<file path="src/rtl/uart_tx_pkg.sv">
// Shared UART TX types and line-level constants.
// No logic, no latency, no backpressure.
package uart_tx_pkg;

    typedef enum logic [2:0] {
        IDLE,
        START,
        DATA,
        PARITY,
        STOP
    } state_t;

    localparam logic PAR_EVEN   = 1'b0;
    localparam logic PAR_ODD    = 1'b1;

    localparam logic START_BIT  = 1'b0;
    localparam logic STOP_BIT   = 1'b1;
    localparam logic IDLE_LEVEL = 1'b1;

endpackage

</file>
<file path="src/rtl/uart_parity_calc.sv">
// Combinational parity of a data word, even or odd by par_typ.
// Latency 0 (pure combinational); no backpressure.
module uart_parity_calc
    import uart_tx_pkg::*;
#(
    parameter int WIDTH = 8
) (
    input  logic [WIDTH-1:0] data,
    input  logic             par_typ,
    output logic             par_bit
);

    // Odd parity inverts the XOR so the total count of ones becomes odd.
    assign par_bit = (^data) ^ (par_typ == PAR_ODD);

endmodule

</file>
<file path="src/rtl/uart_tx_frame_serializer.sv">
// UART frame serializer: start, LSB-first data, optional parity, stop (two with UART_TX_TWO_STOP_BITS_EN).
// Latency: start bit on the edge that accepts DATA_VALID; TX_OUT/BUSY registered.
// Backpressure: DATA_VALID is sampled only in IDLE; BUSY drops for >=1 cycle between frames.
module uart_tx_frame_serializer
    import uart_tx_pkg::*;
#(
    parameter int DATA_WIDTH = 8
) (
    input  logic                  TX_CLK,
    input  logic                  RST,
    input  logic [DATA_WIDTH-1:0] P_DATA,
    input  logic                  DATA_VALID,
    input  logic                  PAR_EN,
    input  logic                  PAR_TYP,
    output logic                  TX_OUT,
    output logic                  BUSY
);

    localparam int              CNT_W    = $clog2(DATA_WIDTH);
    localparam logic [CNT_W-1:0] LAST_BIT = CNT_W'(DATA_WIDTH - 1);

    state_t                state, state_nxt;
    logic                  tx_nxt, busy_nxt;
    logic [CNT_W-1:0]      bit_cnt, cnt_nxt;
    logic [DATA_WIDTH-1:0] data_reg, data_nxt;
    logic                  par_en_q, par_en_nxt;
    logic                  par_bit_q, par_bit_nxt;
    logic                  par_calc;
`ifdef UART_TX_TWO_STOP_BITS_EN
    logic                  stop_cnt, stop_cnt_nxt;
`endif

    uart_parity_calc #(
        .WIDTH   (DATA_WIDTH)
    ) u_parity (
        .data    (P_DATA),
        .par_typ (PAR_TYP),
        .par_bit (par_calc)
    );

    always_ff @(posedge TX_CLK) begin
        if (!RST) begin
            state     <= IDLE;
            TX_OUT    <= IDLE_LEVEL;
            BUSY      <= 1'b0;
            bit_cnt   <= '0;
            data_reg  <= '0;
            par_en_q  <= 1'b0;
            par_bit_q <= 1'b0;
`ifdef UART_TX_TWO_STOP_BITS_EN
            stop_cnt  <= 1'b0;
`endif
        end else begin
            state     <= state_nxt;
            TX_OUT    <= tx_nxt;
            BUSY      <= busy_nxt;
            bit_cnt   <= cnt_nxt;
            data_reg  <= data_nxt;
            par_en_q  <= par_en_nxt;
            par_bit_q <= par_bit_nxt;
`ifdef UART_TX_TWO_STOP_BITS_EN
            stop_cnt  <= stop_cnt_nxt;
`endif
        end
    end

    // data_reg shifts right as bits go out, so bit 0 is always the next data bit.
    always_comb begin
        state_nxt   = state;
        tx_nxt      = TX_OUT;
        busy_nxt    = BUSY;
        cnt_nxt     = bit_cnt;
        data_nxt    = data_reg;
        par_en_nxt  = par_en_q;
        par_bit_nxt = par_bit_q;
`ifdef UART_TX_TWO_STOP_BITS_EN
        stop_cnt_nxt = stop_cnt;
`endif
        case (state)
            IDLE: begin
                tx_nxt   = IDLE_LEVEL;
                busy_nxt = 1'b0;
                if (DATA_VALID) begin
                    data_nxt    = P_DATA;
                    par_en_nxt  = PAR_EN;
                    par_bit_nxt = par_calc;
                    cnt_nxt     = '0;
                    state_nxt   = START;
                    tx_nxt      = START_BIT;
                    busy_nxt    = 1'b1;
                end
            end
            START: begin
                tx_nxt    = data_reg[0];
                data_nxt  = data_reg >> 1;
                state_nxt = DATA;
            end
            DATA: begin
                if (bit_cnt == LAST_BIT) begin
`ifdef UART_TX_TWO_STOP_BITS_EN
                    stop_cnt_nxt = 1'b0;
`endif
                    if (par_en_q) begin
                        tx_nxt    = par_bit_q;
                        state_nxt = PARITY;
                    end else begin
                        tx_nxt    = STOP_BIT;
                        state_nxt = STOP;
                    end
                end else begin
                    tx_nxt   = data_reg[0];
                    data_nxt = data_reg >> 1;
                    cnt_nxt  = bit_cnt + CNT_W'(1);
                end
            end
            PARITY: begin
                tx_nxt    = STOP_BIT;
                state_nxt = STOP;
            end
            STOP: begin
`ifdef UART_TX_TWO_STOP_BITS_EN
                if (!stop_cnt) begin
                    stop_cnt_nxt = 1'b1;
                    tx_nxt       = STOP_BIT;
                end else begin
                    tx_nxt    = IDLE_LEVEL;
                    busy_nxt  = 1'b0;
                    state_nxt = IDLE;
                end
`else
                tx_nxt    = IDLE_LEVEL;
                busy_nxt  = 1'b0;
                state_nxt = IDLE;
`endif
            end
            default: begin
                tx_nxt    = IDLE_LEVEL;
                busy_nxt  = 1'b0;
                state_nxt = IDLE;
            end
        endcase
    end

endmodule
</file>
<file path="config.mk">
export PLATFORM = sky130hd
export DESIGN_NAME = uart_tx_frame_serializer
export DESIGN_NICKNAME = d
export VERILOG_FILES = /design/src/rtl/uart_tx_pkg.sv /design/src/rtl/uart_parity_calc.sv /design/src/rtl/uart_tx_frame_serializer.sv
export SDC_FILE = /design/constraint.sdc
export NUM_CORES = 1
export LEC_CHECK = 0
export ABC_AREA = 1
export CAP_MARGIN = 20
export CORE_MARGIN = 3
export CORE_UTILIZATION = 34
export DETAILED_ROUTE_END_ITERATION = 8
export RECOVER_POWER = 25
export SYNTH_ARGS = -nofsm -noshare
export SYNTH_HDL_FRONTEND = slang
export SYNTH_SLANG_ARGS = --single-unit
</file>
<file path="constraint.sdc">
create_clock -name TX_CLK -period 1.3 [get_ports TX_CLK]
set_input_delay 0.325 -clock TX_CLK [delete_from_list [all_inputs] [get_ports TX_CLK]]
set_output_delay 0.325 -clock TX_CLK [all_outputs]
set_load 0.02 [all_outputs]
</file>
---- Yosys cells after proc, flatten, opt, wreduce, memory -nomap -nowiden ----
Cells that the tools add are included.
storage, ports and cells
  flip-flop bits (word level) ............. 18
  bits of input ports ..................... 13
  word-level logic and storage cells ...... 41
cells by class
  bitwise gates (word level) .............. 1
  eq/ne operators ......................... 7
  add/subtract/negate cells ............... 1
  reductions and logical operators ........ 9
  muxes and demuxes ....................... 16
operators by type and width
  cell                                                                   number
  8-bit one-hot mux with 3 select lines                                  1
  8-bit 2-to-1 mux                                                       2
  3-bit 2-to-1 mux                                                       5
  3-bit one-hot mux with 4 select lines                                  1
  8-bit parity                                                           1
  3-bit by 2-bit equality test with 1-bit output, second input constant  2
  2-bit != test, second input constant                                   3
  3-bit one-hot mux with 2 select lines                                  1
  3-bit AND reduction                                                    2
  1-bit 2-to-1 mux                                                       4
  2-bit AND reduction                                                    2
  3-bit by 1-bit adder with 3-bit output, second input constant          1
  3-bit by 1-bit equality test with 1-bit output, second input constant  1
  3-bit equality test, second input constant                             1
  3-bit zero test                                                        1
  1-bit one-hot mux with 3 select lines                                  1
  3-bit nonzero test                                                     1
  3-bit OR reduction                                                     1
  1-bit one-hot mux with 2 select lines                                  1
  2-bit nonzero test                                                     1
  1-bit XOR                                                              1

---- Longest topological paths before layout ----
Gate-level depths: netlist (run 1).
  depth after elaboration ................. 3
  mapped depth ............................ 10
  mapped depth without buffers ............ 10

---- By module ----
From an unflattened synthesis (run 1), not the netlist that was laid out.
second synthesis, totals
  cells, all modules ...................... 182
  area, all modules ....................... 1098.6 µm²
by module, submodules not included
  module                    instances  seq. area each (µm²)  area an instance (µm²)  cells each
  uart_tx_frame_serializer  1          360.3                 934.6                   144
  uart_parity_calc          1          0.0                   163.9                   38

---- Worst setup path before layout (run 1) ----
No wires, ideal clock.
  path type ............................... register to register
  start point ............................. reg bit_cnt[0]
  end point ............................... reg data_reg[7]
  slack ................................... -77 ps
  required time ........................... 1182 ps
  buffers on the path ..................... 1
  clock period less this slack ............ 1377 ps
  cell stages (with the launch flop) ...... 9
  arrival time ............................ 1259 ps
  cell sequence ........................... dfxtp_1 > ha_1 > ha_1 > inv_1 > nor2_2 > nand3b_4 > buf_6 > a21oi_1 > nor3_2
between the ends
  longest elaborated chain between the ends .. 3
ends and longest elaborated chain
  item                           RTL line                        source
  from (decl)                    uart_tx_frame_serializer.sv:24  logic [CNT_W-1:0] bit_cnt, cnt_nxt;
  from (signal assigned)         uart_tx_frame_serializer.sv:57  bit_cnt <= cnt_nxt;
  3-bit equality test            uart_tx_frame_serializer.sv:99  if (bit_cnt == LAST_BIT) begin
  2-bit != test (no line)        --
  3-bit AND reduction (no line)  --
  to (signal assigned)           uart_tx_frame_serializer.sv:58  data_reg <= data_nxt;
  to (decl)                      uart_tx_frame_serializer.sv:25  logic [DATA_WIDTH-1:0] data_reg, data_nxt;
Every way passes these cells.
A chain may end at the register's enable or synchronous reset.

---- Final worst setup path (run 1) ----
  start point ............................. reg bit_cnt[1]
  end point ............................... reg data_reg[7]
Same word-level chain as after synthesis.

==> flow_summary.rst, run 1 <==
.. list-table::
   :header-rows: 1

   * - Metric
     - Value
   * - Mapped Avg Cell Area
     - 6.56 um2
   * - Final critical-path setup slack
     - 0.00308 ns
   * - Worst-Skew Late Latency
     - 0.29 ns
   * - End of the worst register-to-register path
     - data_reg[7]
   * - Cell area after synthesis
     - 1010 um2
   * - FILL cells
     - 277
   * - Clock slew seen by the registers of the worst setup and hold paths
     - 0.10 ns
   * - Detailed-route wire length per cell
     - 10.4 um
   * - Reported max-cap violation count
     - 0
   * - ANT nets after route
     - 0
   * - Synth Instances
     - 154
   * - Routability cong.
     - 0.767
   * - Number of nets in the final layout
     - 206
   * - Number of nets in the synthesized netlist
     - 169
   * - Number of clock sinks
     - 18
   * - Clock network fraction of design power
     - 0.091
   * - Buffer type at the clock tree root
     - clkbuf_4
   * - Worst reg-to-reg path cell count
     - 7
   * - Hold/Removal Path Class
     - reg -> reg
   * - Setup crit start kind
     - flop
   * - Cell Area, Placed
     - 1320 um2
   * - Slew Limit Fails
     - 0
   * - DRC errors left
     - 0
   * - Wire length of the first global-routing pass
     - 3680 um
   * - Max IR drop VDD
     - 0.00137 V
   * - Maximum number of pins on one net before global-route repair
     - 11
   * - Power share of the sequential group
     - 0.317
   * - Placed wire-length estimate
     - 1750 um
   * - Design Area, Final
     - 1470 um2
   * - Maximum clock frequency
     - 771 MHz
   * - Max Fanout on Critical Path
     - 8
   * - Remaining global-route overflow
     - 0
   * - Final Routed Wirelength
     - 2280 um
   * - Unrepaired setup endpoints after global routing
     - yes
   * - Detailed Routing Iterations Pass 1
     - 4
   * - Initial antenna violation count
     - 0
   * - Required time reported for the critical path endpoint
     - 1.49 ns
   * - Average vias per placed instance
     - 4.73
   * - Antenna Diode Count
     - 0
   * - Largest register FFs
     - 8
   * - Inserted Clock Buffers
     - 3
   * - Reg2reg start
     - bit_cnt[1]
   * - Area growth, synth to finish
     - 45.6%
   * - Worst hold path depth
     - 2
   * - Count of buffers from port buffering
     - 14
   * - TritonCTS clock tree
     - done
   * - Sequential fraction of the synthesis area
     - 0.357
   * - Worst Path Class, Setup
     - reg -> reg
   * - Post-route minimum period
     - 1.30 ns
   * - Post-CTS setup-driven buffer insertion count
     - 0
   * - CP Launch Point
     - bit_cnt[1]
   * - Internal power contribution
     - 1.68 mW
   * - Clock tree buffer depth
     - 2
   * - Total of flip-flops plus latches after synthesis
     - 18
   * - DIE HEIGHT
     - 60.5 um
   * - Transition time at the pin with the least slew margin
     - 0.343 ns
   * - Hold Crit Start
     - data_reg[3]
   * - Signal arrival time at the worst endpoint
     - 1.48 ns
   * - Net switching power of the design
     - 1.37 mW
   * - Max-slew headroom at the worst pin
     - 0.769
   * - Maximum level of the CTS H-tree
     - 1
   * - Final count of negative-setup-slack endpoints
     - 0
   * - Number of ports placed on the die boundary
     - 15
   * - Kind of end point of the critical path
     - flop
   * - Setup slack at placement
     - -0.230 ns
   * - Hold Path Sink
     - data_reg[3]
   * - Starting Density
     - 0.363
   * - Die Width
     - 60.5 um
   * - LEAKAGE
     - 0.718 nW
   * - Total routing resource utilization after global routing
     - 0.135
   * - Yosys synthesis warning count
     - 0
   * - Part of the total power dissipated in combinational logic
     - 0.591
   * - Setup Total Neg Slack
     - 0 ns
   * - Distinct cell type count of the synthesized netlist
     - 21
   * - Number of hold buffers added after cts
     - 0
   * - Core Rows
     - 19
   * - Die ar.
     - 3660 um2
   * - Ratio of cells with drive above 1 in the final layout
     - 0.323
   * - Initial DRC count
     - 24
   * - Final Hold Fails
     - 0
   * - Clock tree skew after final layout
     - 0.00559 ns
   * - Switching portion of total power
     - 0.450
   * - Reg2Reg Setup Slack
     - 0.003 ns
   * - Via total after detailed routing
     - 1040
   * - Pwr dens
     - 2070 nW/um2
   * - Fin crit share
     - 0.998
   * - Core Box Area
     - 2780 um2
   * - Via count of the first global-routing pass
     - 894
   * - Outcome
     - finished, final reports clean
[kinds of logic (layout without fill, tap and decap cells)]
| group | after synthesis | count (layout) | share of synthesized area |
|---|---|---|---|
| simple gates | 65 | 66 | 0.291 |
| compound gates | 35 | 35 | 0.181 |
| buf+inv | 33 | 67 | 0.138 |
| flops | 18 | 18 | 0.357 |
| fa+ha+maj | 2 | 2 | 0.0248 |
| xor+xnor | 1 | 1 | 0.00868 |
[per-stage QoR]
stage / util / std cells / hold slack (ns) / total power [mW]
6_report: 0.529 / 220 / 0.448 / 3.05
5_1_grt: 0.529 / 220 / 0.477 / 3.31
4_1_cts: 0.493 / 220 / 0.452 / 2.81
3_5_place_dp: 0.475 / 216 / 0.436 / 2.44
3_3_place_gp: 0.475 / 216 / 0.432 / 2.39
2_1_floorplan: - / 154 / 0.423 / 2.00
[synth_stat cells (all sizes together)]
library cell / instances / area (um2)
nand3b: 1 / 20.0
nor3: 2 / 15.0
dfxtp: 18 / 360
nor4: 1 / 6.26
xor2: 1 / 8.76
ha: 2 / 25.0
buf: 3 / 26.3
nor2: 10 / 45.1
inv: 30 / 113
nand3: 5 / 25.0
o21ai: 22 / 114
nand2: 46 / 183
a21oi: 13 / 68.8
[placed cells by master (no fill, tap or decap), drive strengths merged]
cell type,netlist,final
nand2,46,46
inv,30,30
o21ai,22,22
buf,3,20
dfxtp,18,18
a21oi,13,13
clkdlybuf4s50,0,11
nor2,10,10
nand3,5,5
clkbuf,0,3
nand3b,1,2
ha,2,2
nor3,2,2
nor4,1,1
xor2,1,1
dlymetal6s2s,0,1
clkdlybuf4s15,0,1
dlygate4sd2,0,1
[routing by layer]
metal | track usage | routed length [um] | vias up
met5 | 0 | 0 | -
met2 | 0.231 | 1130 | 17
met1 | 0.160 | 1010 | 458
met3 | 0.0447 | 81 | 9
li1 | - | - | 556
met4 | 0.0433 | 49 | 0
[layout make-up]
class | instances | area [um2] | area share
repair buffers | 34 | 292 | 0.198
multi-input cells | 104 | 636 | 0.432
inverters | 30 | 115 | 0.0783
flip-flops and latches | 18 | 367 | 0.249
well taps | 31 | 38.8 | 0.0264
clock buffers | 3 | 22.5 | 0.0153
[power groups by stage]
| stage | registers (mW) | logic (mW) | clock network [mW] |
|---|---|---|---|
| detailed placement | 0.934 | 1.51 | 0 |
| CTS | 0.926 | 1.60 | 0.289 |
| global placement | 0.921 | 1.47 | 0 |
| floorplan | 0.936 | 1.06 | 0 |
| finish | 0.967 | 1.80 | 0.279 |
| global route | 0.996 | 2.00 | 0.309 |
[worst max-delay path by stage]
stage,cells past startpoint,slack [ns],end
floorplan,9,0.002,data_reg[4]
global placement,7,-0.23,par_bit_q
detailed placement,7,-0.23,par_bit_q
CTS,8,-0.02,data_reg[7]
global route,8,-0.06,data_reg[7]
finish,7,0.003,data_reg[7]
[timing repair]
item | CTS | global route
gates resized for setup | 8 | 27
cloned | 1 | 0
endpoints found under the setup margin | 12 | 16
pin swaps | 0 | 6
[critical path, cell delays in order, from the launching register on]
cell and delay, ns:
dfxtp_2 0.35, ha_4 0.16, ha_4 0.15, inv_4 0.06
nor2_4 0.04, nand3b_4 0.23, a21oi_2 0.15, nor3_2 0.05
Power figures use the tool's default switching activity.
==> inputs of run 2 (changes only) <==
--- a/config.mk
+++ b/config.mk
@@ -6,7 +6,6 @@
 export NUM_CORES = 1
 export LEC_CHECK = 0
 export ABC_AREA = 1
-export CAP_MARGIN = 20
 export CORE_MARGIN = 3
 export CORE_UTILIZATION = 34
 export DETAILED_ROUTE_END_ITERATION = 8
==> results of run 2 <==
Same layout as run 1: the final DEF is identical, and so are final timing and power.
==> inputs of run 3 (changes only) <==
--- a/config.mk
+++ b/config.mk
@@ -6,6 +6,7 @@
 export NUM_CORES = 1
 export LEC_CHECK = 0
 export ABC_AREA = 1
+export CAP_MARGIN = 10
 export CORE_MARGIN = 3
 export CORE_UTILIZATION = 34
 export DETAILED_ROUTE_END_ITERATION = 8
==> results of run 3 <==
Same layout as run 1: the final DEF is identical, and so are final timing and power.
